[src/rtl/speed_pkg.sv]
// rtl/speed_pkg.sv - shared FSM encoding and default constants for the wheel-speed unit
package speed_pkg;

   typedef enum logic [2:0] {
      IDLE,
      WAIT_FREE,
      ISSUE,
      WAIT_BUSY,
      WAIT_READY
   } state_t;

   localparam logic [15:0] CONST_DEFAULT     = 16'h49BA;
   localparam int          SPEED_MAX_DEFAULT = 99;

endpackage

[src/rtl/period_ring.sv]
// rtl/period_ring.sv - ring of the last 2^AVG_LOG2 reed periods with running sum and fill count
module period_ring
   import speed_pkg::*;
#(
   parameter int CNT_W    = 16,
   parameter int AVG_LOG2 = 2
) (
   input  logic             clk,
   input  logic             rst,
   input  logic             push,
   input  logic             flush,
   input  logic [CNT_W-1:0] din,
   output logic [CNT_W-1:0] newest,
   output logic [CNT_W-1:0] avg,
   output logic             full,
   output logic             empty
);

   localparam int DEPTH = 1 << AVG_LOG2;
   localparam int SUM_W = CNT_W + AVG_LOG2;

   logic [CNT_W-1:0]    ring_q [DEPTH];
   logic [CNT_W-1:0]    ring_d [DEPTH];
   logic [AVG_LOG2-1:0] wr_ptr_q, wr_ptr_d;
   logic [AVG_LOG2-1:0] newest_ptr;
   logic [AVG_LOG2:0]   fill_q, fill_d;
   logic [SUM_W-1:0]    sum_q, sum_d;
   logic [CNT_W-1:0]    evicted;

   assign full       = (fill_q == (AVG_LOG2+1)'(DEPTH));
   assign empty      = (fill_q == '0);
   assign newest_ptr = wr_ptr_q - AVG_LOG2'(1);
   assign newest     = ring_q[newest_ptr];
   assign avg        = sum_q[SUM_W-1:AVG_LOG2];
   // Slots only contribute to the sum once the ring has filled since the last flush.
   assign evicted    = full ? ring_q[wr_ptr_q] : '0;

   always_comb begin
      ring_d   = ring_q;
      wr_ptr_d = wr_ptr_q;
      fill_d   = fill_q;
      sum_d    = sum_q;
      if (flush) begin
         fill_d = '0;
         sum_d  = '0;
      end else if (push) begin
         ring_d[wr_ptr_q] = din;
         wr_ptr_d         = wr_ptr_q + AVG_LOG2'(1);
         sum_d            = sum_q + SUM_W'(din) - SUM_W'(evicted);
         if (!full) fill_d = fill_q + (AVG_LOG2+1)'(1);
      end
   end

   always_ff @(posedge clk or negedge rst) begin
      if (!rst) begin
         for (int i = 0; i < DEPTH; i++) ring_q[i] <= '0;
         wr_ptr_q <= '0;
         fill_q   <= '0;
         sum_q    <= '0;
      end else begin
         ring_q   <= ring_d;
         wr_ptr_q <= wr_ptr_d;
         fill_q   <= fill_d;
         sum_q    <= sum_d;
      end
   end

endmodule

[src/rtl/speed_avg.sv]
// rtl/speed_avg.sv - wheel-speed unit: reed period counter, averaging ring and shared-divider request FSM
module speed_avg
   import speed_pkg::*;
#(
   parameter int          CNT_W     = 16,
   parameter int          CIRC_W    = 8,
   parameter int          SPEED_W   = 7,
   parameter logic [15:0] CONST     = CONST_DEFAULT,
   parameter int          AVG_LOG2  = 2,
   parameter int          SPEED_MAX = SPEED_MAX_DEFAULT
) (
   input  logic               clk,
   input  logic               rst,
   input  logic               en,
   input  logic               reed,
   input  logic [CIRC_W-1:0]  circ,
   input  logic               avg_mode,
   input  logic               start,
   input  logic               clear_max,
   input  logic               div_busy,
   input  logic               div_ready,
   input  logic [CNT_W-1:0]   div_result,
   output logic               div_req,
   output logic [CNT_W-1:0]   div_dividend,
   output logic [CNT_W-1:0]   div_divisor,
   output logic [SPEED_W-1:0] speed,
   output logic               valid,
   output logic [SPEED_W-1:0] max_speed,
   output logic               stopped
);

   state_t               state_q, state_d;
   logic [CNT_W-1:0]     cnt_q, cnt_d;
   logic                 stopped_q, stopped_d;
   logic [SPEED_W-1:0]   speed_q, speed_d;
   logic                 valid_q, valid_d;
   logic [SPEED_W-1:0]   max_q, max_d;
   logic                 div_req_q, div_req_d;
   logic [CNT_W-1:0]     dividend_q, dividend_d;
   logic [CNT_W-1:0]     divisor_q, divisor_d;

   logic                 push, flush;
   logic [CNT_W-1:0]     ring_newest, ring_avg, period, dividend;
   logic                 ring_full, ring_empty;
   logic [CIRC_W+15:0]   product;
   logic                 speed_wr;
   logic [SPEED_W-1:0]   speed_new, speed_clamped;

   // A reed that ends a stationary spell carries a meaningless period, so it is not stored.
   assign push = en && reed && !stopped_q;

   period_ring #(
      .CNT_W    (CNT_W),
      .AVG_LOG2 (AVG_LOG2)
   ) u_ring (
      .clk    (clk),
      .rst    (rst),
      .push   (push),
      .flush  (flush),
      .din    (cnt_q),
      .newest (ring_newest),
      .avg    (ring_avg),
      .full   (ring_full),
      .empty  (ring_empty)
   );

   assign period        = ring_empty ? '0 : ((avg_mode && ring_full) ? ring_avg : ring_newest);
   assign product       = (CIRC_W+16)'(circ) * (CIRC_W+16)'(CONST);
   assign dividend      = CNT_W'(product >> 8);
   assign speed_clamped = (div_result > CNT_W'(SPEED_MAX)) ? SPEED_W'(SPEED_MAX)
                                                           : div_result[SPEED_W-1:0];

   always_comb begin
      cnt_d     = cnt_q;
      stopped_d = stopped_q;
      flush     = 1'b0;
      if (en) begin
         if (reed) begin
            cnt_d     = '0;
            stopped_d = 1'b0;
         end else begin
            if (cnt_q != '1) cnt_d = cnt_q + CNT_W'(1);
            if (cnt_d == '1) begin
               stopped_d = 1'b1;
               flush     = 1'b1;
            end
         end
      end
   end

   always_comb begin
      state_d    = state_q;
      valid_d    = valid_q;
      div_req_d  = 1'b0;
      dividend_d = dividend_q;
      divisor_d  = divisor_q;
      speed_wr   = 1'b0;
      speed_new  = '0;
      case (state_q)
         IDLE: begin
            if (start) begin
               valid_d = 1'b0;
               if (stopped_q || period == '0) begin
                  speed_wr = 1'b1;
                  valid_d  = 1'b1;
               end else begin
                  state_d = WAIT_FREE;
               end
            end
         end
         WAIT_FREE:  if (!div_busy) state_d = ISSUE;
         ISSUE: begin
            dividend_d = dividend;
            divisor_d  = period;
            div_req_d  = 1'b1;
            state_d    = WAIT_BUSY;
         end
         WAIT_BUSY:  if (div_busy) state_d = WAIT_READY;
         WAIT_READY: begin
            if (div_ready) begin
               speed_wr  = 1'b1;
               speed_new = speed_clamped;
               valid_d   = 1'b1;
               state_d   = IDLE;
            end
         end
         default: state_d = IDLE;
      endcase
      speed_d = speed_wr ? speed_new : speed_q;
      max_d   = max_q;
      if (speed_wr && (clear_max || speed_new > max_q)) max_d = speed_new;
      else if (clear_max)                                max_d = '0;
   end

   always_ff @(posedge clk or negedge rst) begin
      if (!rst) begin
         state_q    <= IDLE;
         cnt_q      <= '0;
         stopped_q  <= 1'b0;
         speed_q    <= '0;
         valid_q    <= 1'b0;
         max_q      <= '0;
         div_req_q  <= 1'b0;
         dividend_q <= '0;
         divisor_q  <= '0;
      end else begin
         state_q    <= state_d;
         cnt_q      <= cnt_d;
         stopped_q  <= stopped_d;
         speed_q    <= speed_d;
         valid_q    <= valid_d;
         max_q      <= max_d;
         div_req_q  <= div_req_d;
         dividend_q <= dividend_d;
         divisor_q  <= divisor_d;
      end
   end

   assign div_req      = div_req_q;
   assign div_dividend = dividend_q;
   assign div_divisor  = divisor_q;
   assign speed        = speed_q;
   assign valid        = valid_q;
   assign max_speed    = max_q;
   assign stopped      = stopped_q;

endmodule

[config.mk]
export PLATFORM = sky130hd
export DESIGN_NAME = speed_avg
export DESIGN_NICKNAME = d
export VERILOG_FILES = /design/src/rtl/speed_pkg.sv /design/src/rtl/period_ring.sv /design/src/rtl/speed_avg.sv
export SDC_FILE = /design/constraint.sdc
export NUM_CORES = 1
export LEC_CHECK = 0
export CAP_MARGIN = 40
export CORE_ASPECT_RATIO = 0.8
export CORE_MARGIN = 5
export CORE_UTILIZATION = 60
export DETAILED_ROUTE_END_ITERATION = 10
export PLACE_DENSITY = 0.92
export SKIP_LAST_GASP = 1
export SYNTH_ARGS = -nofsm -noshare
export SYNTH_HDL_FRONTEND = slang
export SYNTH_SLANG_ARGS = --single-unit
[constraint.sdc]
create_clock -name clk -period 5.9 [get_ports clk]
set_input_delay 1.18 -clock clk [delete_from_list [all_inputs] [get_ports clk]]
set_output_delay 1.18 -clock clk [all_outputs]
set_load 0.005 [all_outputs]
Yosys cells after proc, flatten, opt, wreduce, memory -nomap -nowiden
Index checks and enable logic that the tools add are counted.
{"block": "word_totals", "input_bits": 33, "elab_cells": 109, "out_inout_bits": 49, "reg_bits": 154}
{"block": "op_classes", "n_eq_ne": 13, "add_sub_neg": 6, "n_mul": 1, "n_reduce_logical": 20, "muxes": 45, "order_cmp": 5, "n_bitwise": 3}
{"cell": "16-bit two-way mux", "count": 12}
{"cell": "16-bit binary-select mux with 2-bit select", "count": 2}
{"cell": "64-bit bitwise mux", "count": 1}
{"cell": "18-bit two-way mux", "count": 2}
{"cell": "7-bit two-way mux", "count": 5}
{"cell": "16-bit demux with 2-bit select", "count": 1}
{"cell": "3-bit two-way mux", "count": 8}
{"cell": "8-bit by 14-bit multiplier with 22-bit output, second input constant", "count": 1}
{"cell": "18-bit by 16-bit adder with 18-bit output", "count": 1}
{"cell": "18-bit by 16-bit subtractor with 18-bit output", "count": 1}
{"cell": "16-bit by 1-bit adder with 16-bit output, second input constant", "count": 1}
{"cell": "16-bit equality test, second input constant", "count": 1}
{"cell": "16-bit by 7-bit > comparator with 1-bit output, second input constant", "count": 1}
{"cell": "16-bit logical NOT", "count": 1}
{"cell": "16-bit inequality test, second input constant", "count": 1}
{"cell": "3-bit case mux with 5 select lines", "count": 1}
{"cell": "2-bit inequality test, second input constant", "count": 6}
{"cell": "1-bit two-way mux", "count": 11}
{"cell": "2-bit nonzero test", "count": 4}
{"cell": "7-bit > comparator", "count": 1}
{"cell": "3-bit by 2-bit equality test with 1-bit output, second input constant", "count": 2}
{"cell": "3-bit equality test, second input constant", "count": 2}
{"cell": "3-bit >= comparator, second input constant", "count": 2}
{"cell": "3-bit logical NOT", "count": 2}
{"cell": "other kinds (14)", "count": 23}

Longest topological paths before layout
{"block": "logic_depth", "ltp_word": 14, "depth_mapped": 17, "ltp_nobuf": 17}

By module
From an unflattened synthesis, not the netlist that was laid out.
{"block": "hier_totals", "cells_unflattened": 1175, "hier_area_um2": 11110.7}
{"mod": "period_ring", "cells_each": 575, "area_each_um2": 5686.7, "n_inst": 1, "seq_area_each_um2": 2177.1}
{"mod": "speed_avg", "cells_each": 600, "area_each_um2": 5424.0, "n_inst": 1, "seq_area_each_um2": 1676.6}

Least setup slack after synthesis
OpenSTA, ideal clock, no wires.
{"block": "synth_path", "path_type": "input -> register", "startpoint": "input circ[5]", "endpoint": "register dividend_q[13], in the netlist div_dividend[13]", "setup_slack_ns": 1.036, "stages": 17, "required_ns": 5.767, "setup_time_ns": 0.133, "path_buffers": 0, "arrival_ns": 4.731, "cell_sequence": "fa_1 -> inv_1 -> fa_1 -> inv_1 -> fa_1 -> inv_1 -> fa_1 -> inv_1 -> ha_1 -> o21a_1 -> o21ai_0 -> nand2_1 -> nand2_1 -> o211ai_1 -> a31oi_1 -> xor2_1 -> o21ai_0"}
{"block": "synth_between", "elab_chain_len": 1}
{"element": "from (decl)", "line": "speed_avg.sv:16", "rtl": "input logic [CIRC_W-1:0] circ,"}
{"element": "8-bit by 14-bit multiplier with 22-bit output", "line": "speed_avg.sv:68", "rtl": "assign product = (CIRC_W+16)'(circ) * (CIRC_W+16)'(CONST);"}
{"element": "to (signal assigned)", "line": "speed_avg.sv:154", "rtl": "dividend_q <= dividend_d;"}
{"element": "to (decl)", "line": "speed_avg.sv:39", "rtl": "logic [CNT_W-1:0] dividend_q, dividend_d;"}
No other way between the ends.
A chain may end at the register's enable or synchronous reset.

Worst setup path after layout
{"block": "layout_path", "startpoint": "input circ[6]", "endpoint": "register dividend_q[11], in the netlist div_dividend[11]"}
Same word-level chain as after synthesis.

==> results.txt <==
----------------------------------------------------
[Yosys]
  Count of flip-flops with a built-in enable after synthesis ... 0
  Post-Syn Instances ... 1118
  Distinct cells, synth ... 60
  Top cells by instance count after synthesis ... dfrtp_1 (154), nand2_1 (153), inv_1 (139)
  Cell accounting for the most synthesized area ... dfrtp_1
  Count leader, synth ... dfrtp_1
  Area share of the largest cell type after synthesis ... 36.2%
  Netlist area before placement ... 0.0106 mm^2
  Sequential-to-total area share from yosys stat ... 36.2%
  Fraction of synthesis flops using an asynchronous set or reset pin ... 100%
  Synth Warn # ... 0
  Top area cells in the synthesized netlist ... dfrtp_1 (36%), ha_1 (9.6%), fa_1 (7.7%)
  Flip-flop cell with the highest count after synthesis ... dfrtp_1
  Synth Register Bits ... 154
  Synthesized net count ... 1274
  Post-synthesis average cell area ... 9.52 um^2

[Drt]
  Average detailed-routed wire length per instance ... 19.6 um
  Final antenna-violating net count ... 0
  Number of iterations in the first detailed-routing pass ... 7
  Number of remaining DRC errors ... 0
  Violation count after the first detailed-route iteration ... 1132
  Total routed wirelength ... 27800 um
  Routed via count ... 8829
  Vias per inst ... 6.24

[Setup path]
  Data required time at the worst endpoint ... 6.18 ns
  Library cell appearing most often on the critical path ... inv_1
  Critical setup path kind ... in -> reg
  Cells along the critical path ... clkdlybuf4s50_1 -> inv_1 -> ha_1 -> inv_1 -> fa_1 -> inv_1 -> fa_1 -> inv_1 -> fa_1 -> ha_1 -> or4_1 -> nor3_1 -> o211ai_1 -> nand2_1 -> o21ai_0 -> o31ai_1 -> xor2_1 -> o21ai_0
  Cell class contributing the biggest share of worst-path delay ... adder cells
  Kind of capture point of the worst setup path ... flop
  Slowest stage cell, crit path ... clkdlybuf4s50_1
  WP data arrival ... 5.78 ns
  Crit path buffers/inverters ... 5
  Delay of the slowest cell on the worst path ... 0.60 ns
  Highest fanout seen on the critical path ... 5
  CP startpoint kind ... input port

[STA]
  Clock Skews ... 0.0100 ns
  Shortest clock period the worst path allows after layout ... 5.50 ns
  F_max ... 0.182 GHz
  Fraction of the cycle the final worst path needs ... 93.2%
  Final-layout setup total negative slack ... 0 ns
  Max Transition Viols Final ... 0
  RSZ-0062 raised after global routing ... false
  Setup Viol. Count Final ... 0
  Number of hold-slack violations in the final timing report ... 0
  Actual slew at the worst max-slew pin ... 0.859 ns
  Slew HR ... 42.7%

[Finish]
  Finished Cell Area ... 0.0123 mm^2
  Layout cells sized above 1 ... 8.15%
  Count of antenna diodes in the layout ... 0
  Number of nets in the layout ... 1333
  P&R area growth vs syn ... 15.3%
  Non-filler instance count after layout ... 1415

[Clocking]
  Clock tree from TritonCTS ... yes
  Post-CTS Resized ... 0
  Buffers inserted during post-CTS setup optimization ... 0
  Number of sinks driven by the clock tree ... 154
  Number of buffers inserted during clock tree synthesis ... 17
  Clk root buf ... clkbuf_16
  Clock Path Buffers ... 2
  Cts-stage hold buffer count ... 0
  Clk slew on worst S/H paths ... 0.07 ns
  Later-pin clock latency in the skew report ... 0.44 ns
  H-tree lvl count ... 4

[Placement]
  Number of buffers added on ports ... 80
  Post-placement cell area ... 0.0116 mm^2
  Routability Congestion ... 0.983
  DPL Wire Length ... 19900 um
  Cell total after placement ... 1382

[Power and ir drop]
  Power density over the cells ... 449 mW/mm^2
  Reported leakage power ... 5.78 nW
  Worst supply voltage drop on vdd ... 250 uV

[Hold path]
  Class of the tightest hold or removal check ... reg -> reg

[GRT]
  Vias in the first global route ... 8824
  Sum of overflow across all layers after global routing ... 0
  Largest net degree at the start of global routing ... 91
  Most used routing layer in global routing ... met2
  Met1 GRT Util ... 37.5%
  Met2 layer usage reported by global route ... 44.8%
  Total routing usage reported by global routing ... 27.8%
  Global-route wire length before repair ... 46100 um
  Met3 Use GR ... 7.03%
  Number of antenna violations at the first check in global routing ... 0

[Outcome]
  Run status ... finished, final reports clean

[Die]
  # IOs ... 82
  Vertical extent of the die ... 129 um
  Placeable core area ... 0.0174 mm^2
  Die W ... 159 um
  Die Area ... 0.0205 mm^2
  Number of cell rows ... 43
  Starting density of the core ... 61.3%

[Flow run]
  Maximum capacitance violations ... 0

----------------------------------------------------
[worst register-to-register path, cell delays in order, from the launching register on]
cell and delay [ns]:
dfrtp_2 0.77, buf_4 0.35, mux4_2 0.51, nor2b_1 0.17, fa_1 0.53, inv_1 0.04
ha_1 0.34, and4_1 0.28, nand3_1 0.09, o21ai_0 0.25, o41a_1 0.28, mux2_2 0.37
or4_1 0.47, o211ai_1 0.10
[area by class of cell]
type                       count  area, um^2
multi-input combinational    770        6020
tap                          225         282
inverter                     140         526
clock inverter                13         149
timing repair buffer          94         990
sequential                   154        3850
clock buffer                  19         453
fill                        1169        5100
[logic make-up after synthesis]
logic type	share of synthesized area, %
and+or+nand+nor	13.1
muxes	7.92
xor gates and xnor gates	2.55
buffers and inverters	7.24
adders and majority gates	17.3
other	0.0352
DFF	36.2
AOI/OAI and AO/OA	15.6
[power breakdown]
part	switching [mW]	internal, mW	total [mW]
registers	0.212	1.29	1.50
clock network	0.500	0.622	1.12
logic	1.61	1.29	2.89
[state kept, by name, summed over array words and instances, names as in the netlist]
name and count:
div_req 1, valid 1, cnt_q 16, stopped 1, u_ring.wr_ptr_q 2, u_ring.ring_q 64
div_divisor 16, u_ring.sum_q 18, state_q 3, u_ring.fill_q 3, div_dividend 15, speed 7
max_speed 7
[worst paths after layout]
path | from | to | slack (ns) | depth (start not counted)
hold reg to reg | speed[6]$_DFFE_PN0P_ | speed[6]$_DFFE_PN0P_ | 0.48 | 1
setup / recovery | circ[6] | div_dividend[11]$_DFFE_PN0P_ | 0.40 | 18
setup reg to reg | u_ring.wr_ptr_q[0]$_DFFE_PN0P_ | u_ring.sum_q[17]$_DFFE_PN0P_ | 1.27 | 13
max in group asynchronous | rst | div_divisor[13]$_DFFE_PN0P_ | 4.46 | 2
hold / removal | speed[6]$_DFFE_PN0P_ | speed[6]$_DFFE_PN0P_ | 0.48 | 1
min in group asynchronous | rst | cnt_q[5]$_DFFE_PN0P_ | 0.53 | 1
[layer usage]
metal | wire length [um] | vias up
li1 | - | 3965
met1 | 11500 | 4293
met2 | 13000 | 481
met3 | 2420 | 90
met4 | 809 | 0
met5 | 0 | -
[cells in the final DEF (no fill, tap or decap), types with 8 or more instances in the layout]
cell type,Yosys,layout
a21oi_1,61,61
nor2_1,44,44
a21o_1,17,17
ha_1,82,82
nor3_1,11,11
fa_1,41,41
nand2b_1,9,9
inv_1,139,139
nand4_1,8,8
mux4_1,12,12
o211ai_1,8,8
o22ai_1,15,15
o31ai_1,9,9
nand2_1,153,153
mux4_2,20,20
a31o_2,8,8
dfrtp_1,154,153
nor4_1,8,8
xnor2_1,17,17
o21ai_0,112,112
clkdlybuf4s50_1,0,79
buf_4,3,8
xor2_1,14,14
or2_2,9,9
nor2b_1,21,21
clkbuf_16,0,17
nand3_1,16,16
[stage by stage]
| step | hold slack (ns) | total power, mW | worst slack [ns] | utilization, % |
|---|---|---|---|---|
| 2_1_floorplan | 0.458 | 3.46 | 1.04 | - |
| 3_3_place_gp | 0.459 | 4.15 | 0.247 | 66.4 |
| 3_5_place_dp | 0.465 | 4.28 | 0.120 | 67.0 |
| 4_1_cts | 0.481 | 5.45 | 0.438 | 70.5 |
| 5_1_grt | 0.493 | 5.91 | 0.149 | 70.6 |
| 6_report | 0.479 | 5.52 | 0.403 | 70.6 |
Power figures use the tool's default switching activity.
